File: src/rtl/ntt_pipe_sched.sv
// Issue scheduler for a fixed-latency NTT butterfly datapath; tracks in-flight ops in a tag pipeline.
// Optional stall statistics output is enabled by defining NTT_SCHED_STALL_STAT_EN.
module ntt_pipe_sched #(
    parameter int LATENCY = 8,
    parameter int ADDR    = 8,
    parameter int CNTW    = 4
) (
    input  logic            clk,
    input  logic            reset,
    input  logic            start,
    input  logic [ADDR-1:0] op_count,
    input  logic [ADDR-1:0] base_addr,
    input  logic            hold,
    output logic            rd_en,
    output logic [ADDR-1:0] rd_addr,
    output logic            wr_en,
    output logic [ADDR-1:0] wr_addr,
    output logic            busy,
    output logic            done,
    output logic [CNTW-1:0] inflight
`ifdef NTT_SCHED_STALL_STAT_EN
    ,
    output logic [ADDR+7:0] stall_cycles
`endif
);

    typedef enum logic [1:0] {S_IDLE, S_ISSUE, S_DRAIN, S_DONE} state_t;

    state_t            state;
    logic [ADDR-1:0]   ptr;
    logic [ADDR-1:0]   rem;
    logic [ADDR-1:0]   iss_addr;
    logic [ADDR-1:0]   rem_left;
    logic              issue;
    logic              pipe_fill;
    logic [LATENCY-1:0] tag_vld_p;
    logic [ADDR-1:0]   tag_addr_p [LATENCY];

`ifdef NTT_SCHED_STALL_STAT_EN
    localparam int SW = ADDR + 8;

    function automatic logic [SW-1:0] sat_inc(input logic [SW-1:0] v);
        return (&v) ? v : v + SW'(1);
    endfunction
`endif

    assign wr_en   = tag_vld_p[LATENCY-1];
    assign wr_addr = tag_addr_p[LATENCY-1];

    // The first issue happens on the same edge that accepts start, so rd_en follows start by one cycle.
    always_comb begin
        issue    = 1'b0;
        iss_addr = ptr;
        rem_left = rem - ADDR'(1);
        if (state == S_IDLE && start && op_count != '0) begin
            issue    = !hold;
            iss_addr = base_addr;
            rem_left = op_count - ADDR'(1);
        end else if (state == S_ISSUE) begin
            issue = !hold;
        end
        // Occupancy the pipeline will hold after this edge, ignoring the entry now leaving it.
        pipe_fill = rd_en;
        for (int i = 0; i < LATENCY - 1; i++) begin
            pipe_fill = pipe_fill | tag_vld_p[i];
        end
    end

    always_ff @(posedge clk) begin
        if (!reset) begin
            state     <= S_IDLE;
            busy      <= 1'b0;
            done      <= 1'b0;
            rd_en     <= 1'b0;
            rd_addr   <= '0;
            inflight  <= '0;
            tag_vld_p <= '0;
`ifdef NTT_SCHED_STALL_STAT_EN
            stall_cycles <= '0;
`endif
        end else begin
            rd_en <= issue;
            if (issue) rd_addr <= iss_addr;

            // Tag pipeline stage boundaries: stage 0 mirrors the issue register
            tag_vld_p[0] <= rd_en;
            for (int i = 1; i < LATENCY; i++) begin
                tag_vld_p[i] <= tag_vld_p[i-1];
            end

            unique case ({rd_en, wr_en})
                2'b10:   inflight <= inflight + CNTW'(1);
                2'b01:   inflight <= inflight - CNTW'(1);
                default: inflight <= inflight;
            endcase

            unique case (state)
                S_IDLE: begin
                    if (start) begin
                        busy <= 1'b1;
`ifdef NTT_SCHED_STALL_STAT_EN
                        stall_cycles <= '0;
`endif
                        if (op_count == '0)                state <= S_DONE;
                        else if (issue && op_count == ADDR'(1)) state <= S_DRAIN;
                        else                               state <= S_ISSUE;
                    end
                end
                S_ISSUE: begin
`ifdef NTT_SCHED_STALL_STAT_EN
                    if (hold) stall_cycles <= sat_inc(stall_cycles);
`endif
                    if (issue && rem == ADDR'(1)) state <= S_DRAIN;
                end
                S_DRAIN: begin
                    if (!pipe_fill) begin
                        state <= S_DONE;
                        done  <= 1'b1;
                    end
                end
                S_DONE: begin
                    // An empty job arrives here with done low and spends one extra cycle before the pulse.
                    if (!done) begin
                        done <= 1'b1;
                    end else begin
                        done  <= 1'b0;
                        busy  <= 1'b0;
                        state <= S_IDLE;
                    end
                end
                default: state <= S_IDLE;
            endcase
        end
    end

    // Address payloads carry no reset except the stage that drives wr_addr.
    always_ff @(posedge clk) begin
        if (issue) begin
            ptr <= iss_addr + ADDR'(1);
            rem <= rem_left;
        end else if (state == S_IDLE && start) begin
            ptr <= base_addr;
            rem <= op_count;
        end
        tag_addr_p[0] <= rd_addr;
        for (int i = 1; i < LATENCY; i++) begin
            tag_addr_p[i] <= tag_addr_p[i-1];
        end
        if (!reset) tag_addr_p[LATENCY-1] <= '0;
    end

endmodule

File: config.mk
export PLATFORM = sky130hd
export DESIGN_NAME = ntt_pipe_sched
export DESIGN_NICKNAME = d
export VERILOG_FILES = /design/src/rtl/ntt_pipe_sched.sv
export SDC_FILE = /design/constraint.sdc
export NUM_CORES = 1
export LEC_CHECK = 0
export BUFFER_PORTS_ARGS = -buffer_cell sky130_fd_sc_hd__buf_2
export CAP_MARGIN = 20
export CELL_PAD_IN_SITES_DETAIL_PLACEMENT = 0
export CELL_PAD_IN_SITES_GLOBAL_PLACEMENT = 2
export CORE_ASPECT_RATIO = 1.2
export CORE_MARGIN = 2
export CORE_UTILIZATION = 37
export DETAILED_ROUTE_END_ITERATION = 8
export HOLD_SLACK_MARGIN = 0.1
export PLACE_DENSITY = 0.86
export SLEW_MARGIN = 20
export SYNTH_ARGS = -nofsm -noshare
export SYNTH_HDL_FRONTEND = slang
export SYNTH_SLANG_ARGS = --single-unit
File: constraint.sdc
create_clock -name clk -period 3.7 [get_ports clk]
set_input_delay 0.37 -clock clk [delete_from_list [all_inputs] [get_ports clk]]
set_output_delay 0.37 -clock clk [all_outputs]
set_load 0.005 [all_outputs]
==> results.cfg <==
[timing]
finalSetupTns_ns = 0
setup_viol = 0
finalCritPeriodShare_pct = 77.4
hold-worst-slack_ns = 0.322
hold_viol_final = 0
slew_headroom_pct = 44.9
worstMarginPinSlew_ns = 0.825
fin_ws_ns = 0.836
period_needed_ns = 2.86
finalClockSkew_ns = 0.0104
max_clock_freq_ghz = 0.349
rsz0062_at_grt = false
slew_viol_final = 0

[global_route]
grt_pass1_wl_um = 12600
grt-ovfl-total = 0
grt_max_degree = 30
first_global_vias = 2566
grt_use_total_pct = 14.0
antenna_found_initial = 0

[floorplanning]
coreArea_um2 = 10500
initial_core_util_pct = 37.7
die-area_um2 = 11500
die_h_um = 117
pin_count = 44
die_width_um = 98.2
floorplan.rows = 41

[final_layout]
ff_latch_area_um2 = 2260
multi_input_area_um2 = 1480
stdcell_count = 536
most-common-layout-cells = dfxtp_1, buf_2, nand2_1, o21ai_0, inv_1
antenna_cells = 0
drive_gt1_share_pct = 17.0
nNetsFinal = 436
nFillCells = 1034
final_common_cell = dfxtp_1
syn2layout_area_growth_pct = 14.6
final_util_pct = 43.2

[critical_path]
cpPeakStageDelay_ns = 0.64
worstPathArrival_ns = 2.76
worstSetupPathDepth = 5
path_delay_family = simple AND/OR/NAND/NOR gates
crit_slowest_cell = or4b_2
cp-end-kind = register
worstPathMaxFanout = 16
cp.buffers_inverters = 1
criticalPathCategory = register to register
worstSetupStartpointType = register
cp_cell_sequence = inv_1 > ha_1 > or4b_2 > o211ai_1 > nand2_1
cp_data_required_time_ns = 3.60
reg2reg_depth = 5

[synthesis]
yosys_warnings = 0
synth_top_flop_cell = dfxtp_1
mappedNetlistArea_um2 = 3940
synth_edf_count = 16
synth.distinct_cells = 53
ys_seq_area_share_pct = 57.4
async_reset_ff_share_pct = 0
synth_area_per_cell_um2 = 10.7
synth_fp_nets = 401
syn_inst = 367
ys_ff_latch = 105

[power]
vdd_drop_max_mv = 0.241
leakage_nw = 1.94
power.density_nw_per_um2 = 749

[clock_tree]
ctsResizeCount = 0
cts_made_buffers = 9
cts_hold_buf = 0
path_clk_slew_ns = 0.08
htree_levels = 3
clk-insertion-delay-late_ns = 0.34
tritoncts = yes
cts_setup_buffers = 0
cts.path.max_buffers = 2
cts_sinks = 105
root_buffer = clkbuf_16

[placed_design]
port_buffers = 43
dp_hpwl_um = 5340
gp_congestion = 0.863
placedCellCount = 520
place_ws_ns = 0.716

[routing]
drtAntennaViolNets = 0
dr_wl_met3_um = 386
vias = 2693
drc = 0
wl_met2_um = 3680
firstDrtPassIters = 4
routedWlPerCell_um = 14.4
routed.top_layer = met4
wl_um = 7700
drt-initial-drc-count = 126
viasPerCell = 5.02
wl_met1_um = 3510

[outcome]
status = complete, no violations

[worst_hold_path]
whs_path_depth = 3
hp-class = input port to register

[flow_run]
maxCapViolCount = 0
==> worst reg2reg max path, delay by kind of cell, from the launching register on <==
| family | cells | cell delay [ns] |
|---|---|---|
| AO/OA/AOI/OAI | 1 | 0.42 |
| adder cells (fa/ha/maj) | 1 | 0.25 |
| buffers and inverters | 1 | 0.10 |
| flip-flops | 1 | 0.39 |
| AND/OR/NAND/NOR | 2 | 1.26 |
==> sequential cells by signal, summed over array words and instances, names as in the netlist, 2 cells and up <==
register    count
rem             8
ptr             8
rd_addr         8
tag_vld_p       8
tag_addr_p     64
state           2
inflight        4
==> power breakdown <==
part / total [mW] / internal, mW / switching (mW)
Clock: 0.965 / 0.492 / 0.473
Combinational: 0.740 / 0.317 / 0.423
Sequential: 1.68 / 1.52 / 0.162
==> final timing paths <==
path | from | endpoint | slack [ns]
min | base_addr[4] | rd_addr[4] | 0.32
min reg2reg | tag_addr_p[0][20] | tag_addr_p[0][28] | 0.32
max reg2reg | state[1] | ptr[6] | 0.84
max | state[1] | ptr[6] | 0.84
==> metrics by stage <==
| stage | power (mW) | instance area (µm²) |
|---|---|---|
| 4_1_cts | 3.41 | 4520 |
| 6_report | 3.38 | 4520 |
| 5_1_grt | 3.59 | 4520 |
| 3_3_place_gp | 2.43 | 4200 |
| 2_1_floorplan | 2.20 | 3940 |
| 3_5_place_dp | 2.45 | 4200 |
==> cells in the mapped netlist, types with 3 or more instances <==
cell,number,area share (%)
nor2_1,17,1.6
and2_1,16,2.5
nand2_1,29,2.8
nor3_1,9,1.1
a211o_1,3,0.67
buf_4,10,1.9
mux2_2,3,0.86
inv_1,18,1.7
xor2_1,9,2.0
edfxtp_1,16,12
o21ai_0,19,2.4
and3_1,10,1.6
a21o_1,3,0.57
clkbuf_1,8,0.76
mux2i_1,6,1.5
a31oi_1,6,0.95
nor4_1,6,0.95
ha_1,13,4.1
a21oi_1,14,1.8
xnor2_1,4,0.89
o21ai_1,4,0.51
dfxtp_1,89,45
nand2b_1,4,0.63
nand3_1,10,1.3
or4_1,5,0.95
a221o_1,4,1.0
==> cell type report <==
type	count	share of cell area, %
flip-flops and latches	105	50.1
clock buffers	9	4.98
multi-input cells	222	32.7
well taps	129	3.57
clock inverters	7	1.97
repair buffers	46	5.26
inverters	18	1.50
==> cells by family after synthesis <==
| logic type | Yosys count | synth area share [%] |
|---|---|---|
| mux | 10 | 2.67 |
| fa+ha+maj | 14 | 4.64 |
| buf+inv | 40 | 5.17 |
| compound gates | 70 | 11.9 |
| flops | 105 | 57.4 |
| xor+xnor | 13 | 2.89 |
| simple gates | 115 | 15.3 |
==> layer usage <==
metal  vias up  global-route usage (%)
li1       1355                       -
met1      1259                    17.0
met2        71                    23.5
met3         8                    3.56
met4         0                    6.30
met5         -                       0
Note: power is estimated with default switching activity, not from simulation.
